`src/rtl/tick_sched_pkg.sv`:
```
// Shared types and defaults for the tick scheduler.
// Holds the FSM encodings, default sizes and a pointer-width helper.
package tick_sched_pkg;

  localparam int NREQ_DEF  = 4;
  localparam int BURST_DEF = 3;
  localparam int CW_DEF    = 4;

  typedef logic [1:0] state_t;

  localparam state_t ST_IDLE    = 2'd0;
  localparam state_t ST_ARB     = 2'd1;
  localparam state_t ST_SERVE   = 2'd2;
  localparam state_t ST_RELEASE = 2'd3;

  // A single requester still needs a 1-bit index.
  function automatic int ptr_w(input int n);
    return (n > 1) ? $clog2(n) : 1;
  endfunction

endpackage

```
`src/rtl/rr_pick.sv`:
```
// Round-robin selector: first req bit at or after ptr, wrapping.
// Ports: req, ptr in; one-hot win and its index win_idx out.
module rr_pick
  import tick_sched_pkg::*;
#(
  parameter int NREQ = NREQ_DEF,
  parameter int PW   = ptr_w(NREQ_DEF)
) (
  input  logic [NREQ-1:0] req,
  input  logic [PW-1:0]   ptr,
  output logic [NREQ-1:0] win,
  output logic [PW-1:0]   win_idx
);

  always_comb begin
    logic found;
    int   j;
    win     = '0;
    win_idx = '0;
    found   = 1'b0;
    j       = 0;
    for (int i = 0; i < NREQ; i++) begin
      j = int'(ptr) + i;
      if (j >= NREQ) j = j - NREQ;
      if (!found && req[j]) begin
        found   = 1'b1;
        win[j]  = 1'b1;
        win_idx = PW'(j);
      end
    end
  end

endmodule

```
`src/rtl/tick_scheduler.sv`:
```
// Shares the five-counter tick among NREQ requesters in BURST-tick grants.
// Ports: clock, reset (async, active-low), tick, req in; grant, tick_out,
// ctr_clear, done, busy out. TICK_SCHED_FIXED_PRIO_EN selects fixed
// lowest-index priority instead of round-robin.
module tick_scheduler
  import tick_sched_pkg::*;
#(
  parameter int NREQ  = NREQ_DEF,
  parameter int BURST = BURST_DEF,
  parameter int CW    = CW_DEF
) (
  input  logic            clock,
  input  logic            reset,
  input  logic            tick,
  input  logic [NREQ-1:0] req,
  output logic [NREQ-1:0] grant,
  output logic [NREQ-1:0] tick_out,
  output logic            ctr_clear,
  output logic [NREQ-1:0] done,
  output logic            busy
);

  localparam int            PW   = ptr_w(NREQ);
  localparam logic [CW-1:0] LAST = CW'(BURST - 1);

  state_t          state_q, state_d;
  logic [NREQ-1:0] grant_q, grant_d;
  logic [NREQ-1:0] done_q, done_d;
  logic            clr_q, clr_d;
  logic [CW-1:0]   cnt_q, cnt_d;
  logic [NREQ-1:0] win;
  logic            req_hit;

`ifdef TICK_SCHED_FIXED_PRIO_EN
  // Scan high to low so the lowest requesting bit wins.
  always_comb begin
    win = '0;
    for (int i = NREQ - 1; i >= 0; i--) begin
      if (req[i]) begin
        win    = '0;
        win[i] = 1'b1;
      end
    end
  end
`else
  localparam logic [PW-1:0] IDX_MAX = PW'(NREQ - 1);

  logic [PW-1:0] ptr_q, ptr_d;
  logic [PW-1:0] idx_q, idx_d;
  logic [PW-1:0] win_idx;

  rr_pick #(
    .NREQ(NREQ),
    .PW  (PW)
  ) u_pick (
    .req    (req),
    .ptr    (ptr_q),
    .win    (win),
    .win_idx(win_idx)
  );

  always_comb begin
    idx_d = idx_q;
    ptr_d = ptr_q;
    if (state_q == ST_ARB && |req) idx_d = win_idx;
    if (state_q == ST_RELEASE) begin
      ptr_d = (idx_q == IDX_MAX) ? '0 : idx_q + PW'(1);
    end
  end

  always_ff @(posedge clock or negedge reset) begin
    if (!reset) begin
      ptr_q <= '0;
      idx_q <= '0;
    end else begin
      ptr_q <= ptr_d;
      idx_q <= idx_d;
    end
  end
`endif

  assign req_hit = |(req & grant_q);

  always_comb begin
    state_d = state_q;
    grant_d = grant_q;
    cnt_d   = cnt_q;
    clr_d   = 1'b0;
    done_d  = '0;
    unique case (state_q)
      ST_IDLE: begin
        if (|req) state_d = ST_ARB;
      end
      ST_ARB: begin
        if (|req) begin
          grant_d = win;
          cnt_d   = '0;
          clr_d   = 1'b1;
          state_d = ST_SERVE;
        end else begin
          state_d = ST_IDLE;
        end
      end
      ST_SERVE: begin
        // Abort wins over a same-cycle tick; that tick is
        // still forwarded combinationally but ends nothing.
        if (!req_hit) begin
          grant_d = '0;
          state_d = ST_RELEASE;
        end else if (tick) begin
          cnt_d = cnt_q + CW'(1);
          if (cnt_q == LAST) begin
            done_d  = grant_q;
            grant_d = '0;
            state_d = ST_RELEASE;
          end
        end
      end
      ST_RELEASE: begin
        grant_d = '0;
        state_d = (|req) ? ST_ARB : ST_IDLE;
      end
      default: begin
        grant_d = '0;
        state_d = ST_IDLE;
      end
    endcase
  end

  always_ff @(posedge clock or negedge reset) begin
    if (!reset) begin
      state_q <= ST_IDLE;
      grant_q <= '0;
      cnt_q   <= '0;
      clr_q   <= 1'b0;
      done_q  <= '0;
    end else begin
      state_q <= state_d;
      grant_q <= grant_d;
      cnt_q   <= cnt_d;
      clr_q   <= clr_d;
      done_q  <= done_d;
    end
  end

  assign grant     = grant_q;
  assign done      = done_q;
  assign ctr_clear = clr_q;
  assign busy      = (state_q != ST_IDLE);
  assign tick_out  = (state_q == ST_SERVE) ?
                     (grant_q & {NREQ{tick}}) : '0;

endmodule

```
`config.mk`:
```
export PLATFORM = sky130hd
export DESIGN_NAME = tick_scheduler
export DESIGN_NICKNAME = d
export VERILOG_FILES = /design/src/rtl/tick_sched_pkg.sv /design/src/rtl/rr_pick.sv /design/src/rtl/tick_scheduler.sv
export SDC_FILE = /design/constraint.sdc
export NUM_CORES = 1
export LEC_CHECK = 0
export ABC_CLOCK_PERIOD_IN_PS = 3900
export CAP_MARGIN = 10
export CORE_ASPECT_RATIO = 0.6
export CORE_MARGIN = 8
export CORE_UTILIZATION = 57
export DETAILED_ROUTE_END_ITERATION = 6
export GPL_ROUTABILITY_DRIVEN = 0
export PLACE_DENSITY_LB_ADDON = 0.25
export SLEW_MARGIN = 20
export SYNTH_ARGS = -nofsm -noshare
export SYNTH_HDL_FRONTEND = slang
export SYNTH_SLANG_ARGS = --single-unit
```
`constraint.sdc`:
```
create_clock -name clock -period 3.9 [get_ports clock]
set_input_delay 0.39 -clock clock [delete_from_list [all_inputs] [get_ports clock]]
set_output_delay 0.39 -clock clock [all_outputs]
set_load 0.02 [all_outputs]
```
# Word-level counts from Yosys, hierarchy flattened
# Index checks and enable logic that the tools add are counted.
[totals] register_bits=19
[classes] n_addsub=9 order_cmp=12 n_eq_ne=11 n_mux=59 n_bitwise=5 n_reduce_logical=20
[ops] cell="$ge 32x1->1 const B" n=4
[ops] cell="$lt 32x4->1 const B" n=4
[ops] cell="$mux 32" n=4
[ops] cell="$ge 32x4->1 const B" n=3
[ops] cell="$sub 32x4->32 const B" n=3
[ops] cell="$mux 4" n=16
[ops] cell="$mux 2" n=10
[ops] cell="$mux 1" n=18
[ops] cell="$or 4x4->4" n=3
[ops] cell="$pmux 4 s3" n=1
[ops] cell="$and 4x4->4" n=2
[ops] cell="$bmux 1 s2" n=4
[ops] cell="$demux 1 s2" n=4
[ops] cell="$logic_and 1x1->1" n=8
[ops] cell="$pmux 2 s4" n=1
[ops] cell="$pmux 4 s2" n=1
[ops] cell="$reduce_and 4->1" n=2
[ops] cell="$reduce_or 4->1" n=2
[ops] cell="$add 2x2->3 const B" n=2
[ops] cell="$eq 2x2->1 const B" n=3
[ops] cell="$ne 2x2->1 const B" n=3
[ops] cell="$ne 3x3->1 const B" n=2
[ops] cell="$add 4x1->4 const B" n=1
[ops] cell="$eq 4x2->1 const B" n=1
[ops] cell="11 further kinds" n=14

# Longest topological paths before layout
[logic_depth] word_depth=17 mapped_depth=8 mapped_depth_nobuf=6

# Cells and area by module
# From an unflattened synthesis, not the netlist that was laid out.
[unflattened] cells_unflattened=130 area_unflattened_um2=1412.6
[by_module_without_submodules] module="tick_scheduler" n_inst=1 cells_each=81 area_per_inst_um2=955.9
[by_module_without_submodules] module="rr_pick" n_inst=1 cells_each=49 area_per_inst_um2=456.7

# Least setup slack after synthesis
# Ideal clock, no wire load.
[synth_timing] kind="flip-flop to flip-flop" start="reg ptr_q[0]" end="reg grant_q[0] (netlist: grant[0])" setup_time_ps=127 arrival_time_ps=2207 slack_ps=1566 path_stages_with_launch=9 cell_sequence="dfrtp_1 > buf_6 > inv_1 > ha_1 > mux4_1 > buf_2 > a21oi_1 > a221oi_1 > a221o_2"
[synth_via] elab_chain_len=17 elab_cells_between_ends=65 classes_between="7 x add/sub; 12 x order compare; 33 x mux; 3 x bitwise; 10 x reduce/logical"
[synth_rtl] item="start: declaration" line="tick_scheduler.sv:48" rtl="logic [PW-1:0] ptr_q, ptr_d;"
[synth_rtl] item="start signal: assignment" line="tick_scheduler.sv:76" rtl="ptr_q <= ptr_d;"
[synth_rtl] item="branches (longest 14 deep; another with $sub 32x4->32)"
[synth_rtl] item="$mux 4 (*)" line="rr_pick.sv:25" rtl="if (!found && req[j]) begin"
[synth_rtl] item="$mux 4 (*)" line="tick_scheduler.sv:95" rtl="if (|req) begin"
[synth_rtl] item="$pmux 4 s3 (*)" line="tick_scheduler.sv:90" rtl="unique case (state_q)"
[synth_rtl] item="end signal: assignment" line="tick_scheduler.sv:139" rtl="grant_q <= grant_d;"
[synth_rtl] item="end: declaration" line="tick_scheduler.sv:27" rtl="logic [NREQ-1:0] grant_q, grant_d;"
# Mark *: on every way between the ends. The select of a mux whose other input is x is not followed.
# A chain may end at the register's enable or synchronous reset.

# Worst setup path in the final report
[layout_timing] start="reg ptr_q[0]" end="reg grant_q[1] (netlist: grant[1])"
# Same word-level chain as after synthesis.

==> out/metrics.yaml <==
outcome:
  result_of_the_run: "finished, final reports clean"
detailed_routing:
  drt-total-wl_um: 3020
  detail_route.iter0.violations: 38
  postRouteAntennaNets: 0
  vias: 1143
  route.detailed.drc: 0
  detail_route.wl_per_cell_um: 16.5
  via_per_inst: 6.25
  first_pass_iters: 4
clock_tree:
  cts_hold_fix_bufs: 0
  worstSkewPairLatency_ns: 0.26
  cts_inserted_buffers: 3
  tritoncts: "yes"
  cts.sinks: 19
  root_buffer: "sky130_fd_sc_hd__clkbuf_8"
  cts.htree.levels: 1
  cts.reportedPaths.clkPinSlew_ns: 0.07
  ctsLongestPathBuffers: 2
  cts_setup_buffers: 0
  cts_repair_resize_count: 0
grt:
  gr-usage-all-layers_pct: 15.6
  number_of_global_route_vias_before_repair: 1073
  grt_remaining_overflow: 0
  grt_max_degree: 20
  first_pass_grt_wire_length_um: 5180
  antenna_found_initial: 0
finish:
  final_layout_size_suffix_gt1_share_pct: 8.50
  insertedDiodeCount: 0
  area_growth_syn_to_layout_pct: 16.0
  nets: 169
  fin_cells: 183
  num-fill-cells: 170
power:
  total_switching_power_uw: 486
  power.clock.fraction_pct: 12.5
  internal_power_uw: 603
  power_switching_share_pct: 44.6
  fin_total_pwr_mw: 1.09
  combinationalPowerShare_pct: 55.6
  ir_worst_vdd_mv: 0.427
  cellPowerDensity_mw_per_mm2: 683
  relative_contribution_of_sequential_cells_to_total_power_pct: 31.9
  p_leak_nw: 0.692
yosys:
  syn-cell-area_mm2: 0.00137
  yosysSeqAreaShare_pct: 34.6
  synth_largest_type_area_fraction_pct: 34.6
  post_synth.cell_area_avg_um2: 9.96
  synth_top_cells_by_area: "sky130_fd_sc_hd__dfrtp_1, sky130_fd_sc_hd__ha_1, sky130_fd_sc_hd__mux4_1, sky130_fd_sc_hd__a21oi_1, sky130_fd_sc_hd__inv_1"
  synth_enable_flop_cells: 0
  yosys_warnings: 0
  synth_flop_cell: "sky130_fd_sc_hd__dfrtp_1"
  post-synth-top-area-cell: "sky130_fd_sc_hd__dfrtp_1"
  synth_seq_cells: 19
  syn-instance-count: 138
  yosys.cell_types.count: 39
  synthesis.nets: 153
  synthArstFlopShare_pct: 100
setup_path:
  timing.critical_path.fanout_max: 13
  worstReg2RegStart: "ptr_q[0]$_DFFE_PN0P_"
  setup.worst_path.end_class: "flop"
  cp_data_arrival_time_ns: 3.03
  setup.worst_path.start_class: "flop"
  launch_point_of_the_critical_path: "ptr_q[0]$_DFFE_PN0P_"
  reg2reg_slack_ns: 1.07
  worstPathRequired_ns: 4.10
  timing.setup.critical_path_class: "reg2reg"
place:
  placement.setup.worst_slack_ns: 1.09
  buffer_ports.inserted: 20
  hpwl_reported_at_the_end_of_detailed_placement_um: 2350
  place.detailed.instances: 179
flow_run:
  maxCapViolations: 0
floorplan:
  ioPinCount: 21
  initial_core_util_pct: 61.7
  rows: 13
  die_w_um: 79.4
  die_height_um: 54.0
  floorplan.core_area_mm2: 0.00223
  design.die.area_mm2: 0.00429
timing:
  grt_setup_unrepaired: "no"
  timing_worst_slew_pin_value_ns: 0.819
  fin_tns_setup_ns: 0
  slew-limit-headroom_pct: 45.2
  hold_slack_ns: 0.490
  fmax_mhz: 353
  min_period_ns: 2.83
  finalMaxSlewViolations: 0
  finalSetupViolations: 0
  final_critical_path_setup_slack_ns: 1.07
  worst_clock_skew_ns: 0.00210
  portion_of_the_clock_cycle_consumed_by_the_worst_path_in_the_final_layout_pct: 72.6
  finalHoldViolations: 0
worst_hold_path:
  hold_path.startpoint: "idx_q[0]$_DFFE_PN0P_"
  min-delay-path-class: "reg2reg"
-- area by class of cell --
cell class                 count  area, µm²  area share (%)
inverter                      14       52.6            3.30
multi-input combinational     96        783            49.1
tap                           30       37.5            2.35
clock buffer                   4       45.0            2.83
sequential                    19        475            29.8
timing repair buffer          20        200            12.6
-- per-stage QoR --
| step | util [%] | cell area, µm² |
|---|---|---|
| global placement | 69.5 | 1550 |
| finish | 71.5 | 1590 |
| global route | 71.5 | 1590 |
| floorplan | - | 1370 |
| CTS | 71.5 | 1590 |
| detailed placement | 69.5 | 1550 |
-- power groups by stage --
stage / logic [mW] / registers [mW] / clock network (mW)
floorplan: 0.507 / 0.311 / 0
CTS: 0.605 / 0.345 / 0.140
finish: 0.605 / 0.347 / 0.137
global placement: 0.581 / 0.342 / 0
detailed placement: 0.604 / 0.348 / 0
global route: 0.673 / 0.360 / 0.144
-- cell usage after synthesis, types with 2 or more instances --
cell / instances
sky130_fd_sc_hd__a211oi_1: 3
sky130_fd_sc_hd__a21oi_1: 12
sky130_fd_sc_hd__a221o_2: 4
sky130_fd_sc_hd__a221oi_1: 5
sky130_fd_sc_hd__a22oi_1: 3
sky130_fd_sc_hd__a31oi_1: 2
sky130_fd_sc_hd__and2_1: 4
sky130_fd_sc_hd__and3_1: 5
sky130_fd_sc_hd__buf_2: 5
sky130_fd_sc_hd__buf_6: 3
sky130_fd_sc_hd__dfrtp_1: 19
sky130_fd_sc_hd__ha_1: 8
sky130_fd_sc_hd__inv_1: 14
sky130_fd_sc_hd__mux2i_1: 2
sky130_fd_sc_hd__mux4_1: 3
sky130_fd_sc_hd__nand2_1: 5
sky130_fd_sc_hd__nand3_1: 2
sky130_fd_sc_hd__nand3b_1: 5
sky130_fd_sc_hd__nor2_1: 8
sky130_fd_sc_hd__nor2b_1: 3
sky130_fd_sc_hd__o2bb2ai_1: 3
sky130_fd_sc_hd__o31ai_1: 2
sky130_fd_sc_hd__xnor2_1: 2
-- per-layer routing --
metal	share of wire [%]	wire length [µm]	global-route usage (%)	vias up
li1	-	-	-	544
met1	45	1370	19.6	553
met2	47	1420	25.8	40
met5	0	0	0	-
met4	1.3	38	5.79	0
met3	6.3	189	3.99	6
-- state kept, by name, summed over array words and instances (netlist names), named ones only --
name and cells:
grant 4, done 4, state_q 1, ptr_q 2, cnt_q 4, idx_q 2, ctr_clear 1
-- worst max-delay path, cell delays in order (launching register included) --
cell and delay, ns:
sky130_fd_sc_hd__dfrtp_1 0.62, sky130_fd_sc_hd__inv_1 0.16, sky130_fd_sc_hd__ha_1 0.40, sky130_fd_sc_hd__mux4_1 0.76, sky130_fd_sc_hd__or2_4 0.32, sky130_fd_sc_hd__nor3b_4 0.29
sky130_fd_sc_hd__a221o_2 0.21
-- final timing paths --
check	end	depth (start not counted)
setup / recovery	grant[1]$_DFFE_PN0P_	6
hold / removal	ptr_q[0]$_DFFE_PN0P_	1
setup reg to reg	grant[1]$_DFFE_PN0P_	6
hold reg to reg	ptr_q[0]$_DFFE_PN0P_	1
max in group asynchronous	grant[1]$_DFFE_PN0P_	1
min in group asynchronous	cnt_q[2]$_DFFE_PN0P_	1
-- logic make-up (layout without fill, tap and decap cells) --
logic type / after synthesis / count (layout) / synth area share, %
flip-flops: 19 / 19 / 34.6
buffers and inverters: 23 / 38 / 8.38
multiplexers: 7 / 7 / 9.65
XOR/XNOR: 2 / 2 / 1.28
AND/OR/NAND/NOR: 39 / 39 / 17.2
AO/OA/AOI/OAI: 40 / 40 / 21.6
adder cells (fa/ha/maj): 8 / 8 / 7.29
-- placed cells by master, fill, tap and decap left out, types with 3 or more instances in the layout --
cell type                         netlist  layout
sky130_fd_sc_hd__a211oi_1               3       3
sky130_fd_sc_hd__a21oi_1               12      12
sky130_fd_sc_hd__a221o_2                4       4
sky130_fd_sc_hd__a221oi_1               5       5
sky130_fd_sc_hd__a22oi_1                3       3
sky130_fd_sc_hd__and2_1                 4       4
sky130_fd_sc_hd__and3_1                 5       5
sky130_fd_sc_hd__clkbuf_8               0       3
sky130_fd_sc_hd__clkdlybuf4s50_1        0      20
sky130_fd_sc_hd__dfrtp_1               19      19
sky130_fd_sc_hd__ha_1                   8       8
sky130_fd_sc_hd__inv_1                 14      14
sky130_fd_sc_hd__mux4_1                 3       3
sky130_fd_sc_hd__nand2_1                5       5
sky130_fd_sc_hd__nand3b_1               5       5
sky130_fd_sc_hd__nor2_1                 8       8
sky130_fd_sc_hd__nor2b_1                3       3
sky130_fd_sc_hd__o2bb2ai_1              3       3
Power figures use the tool's default switching activity.
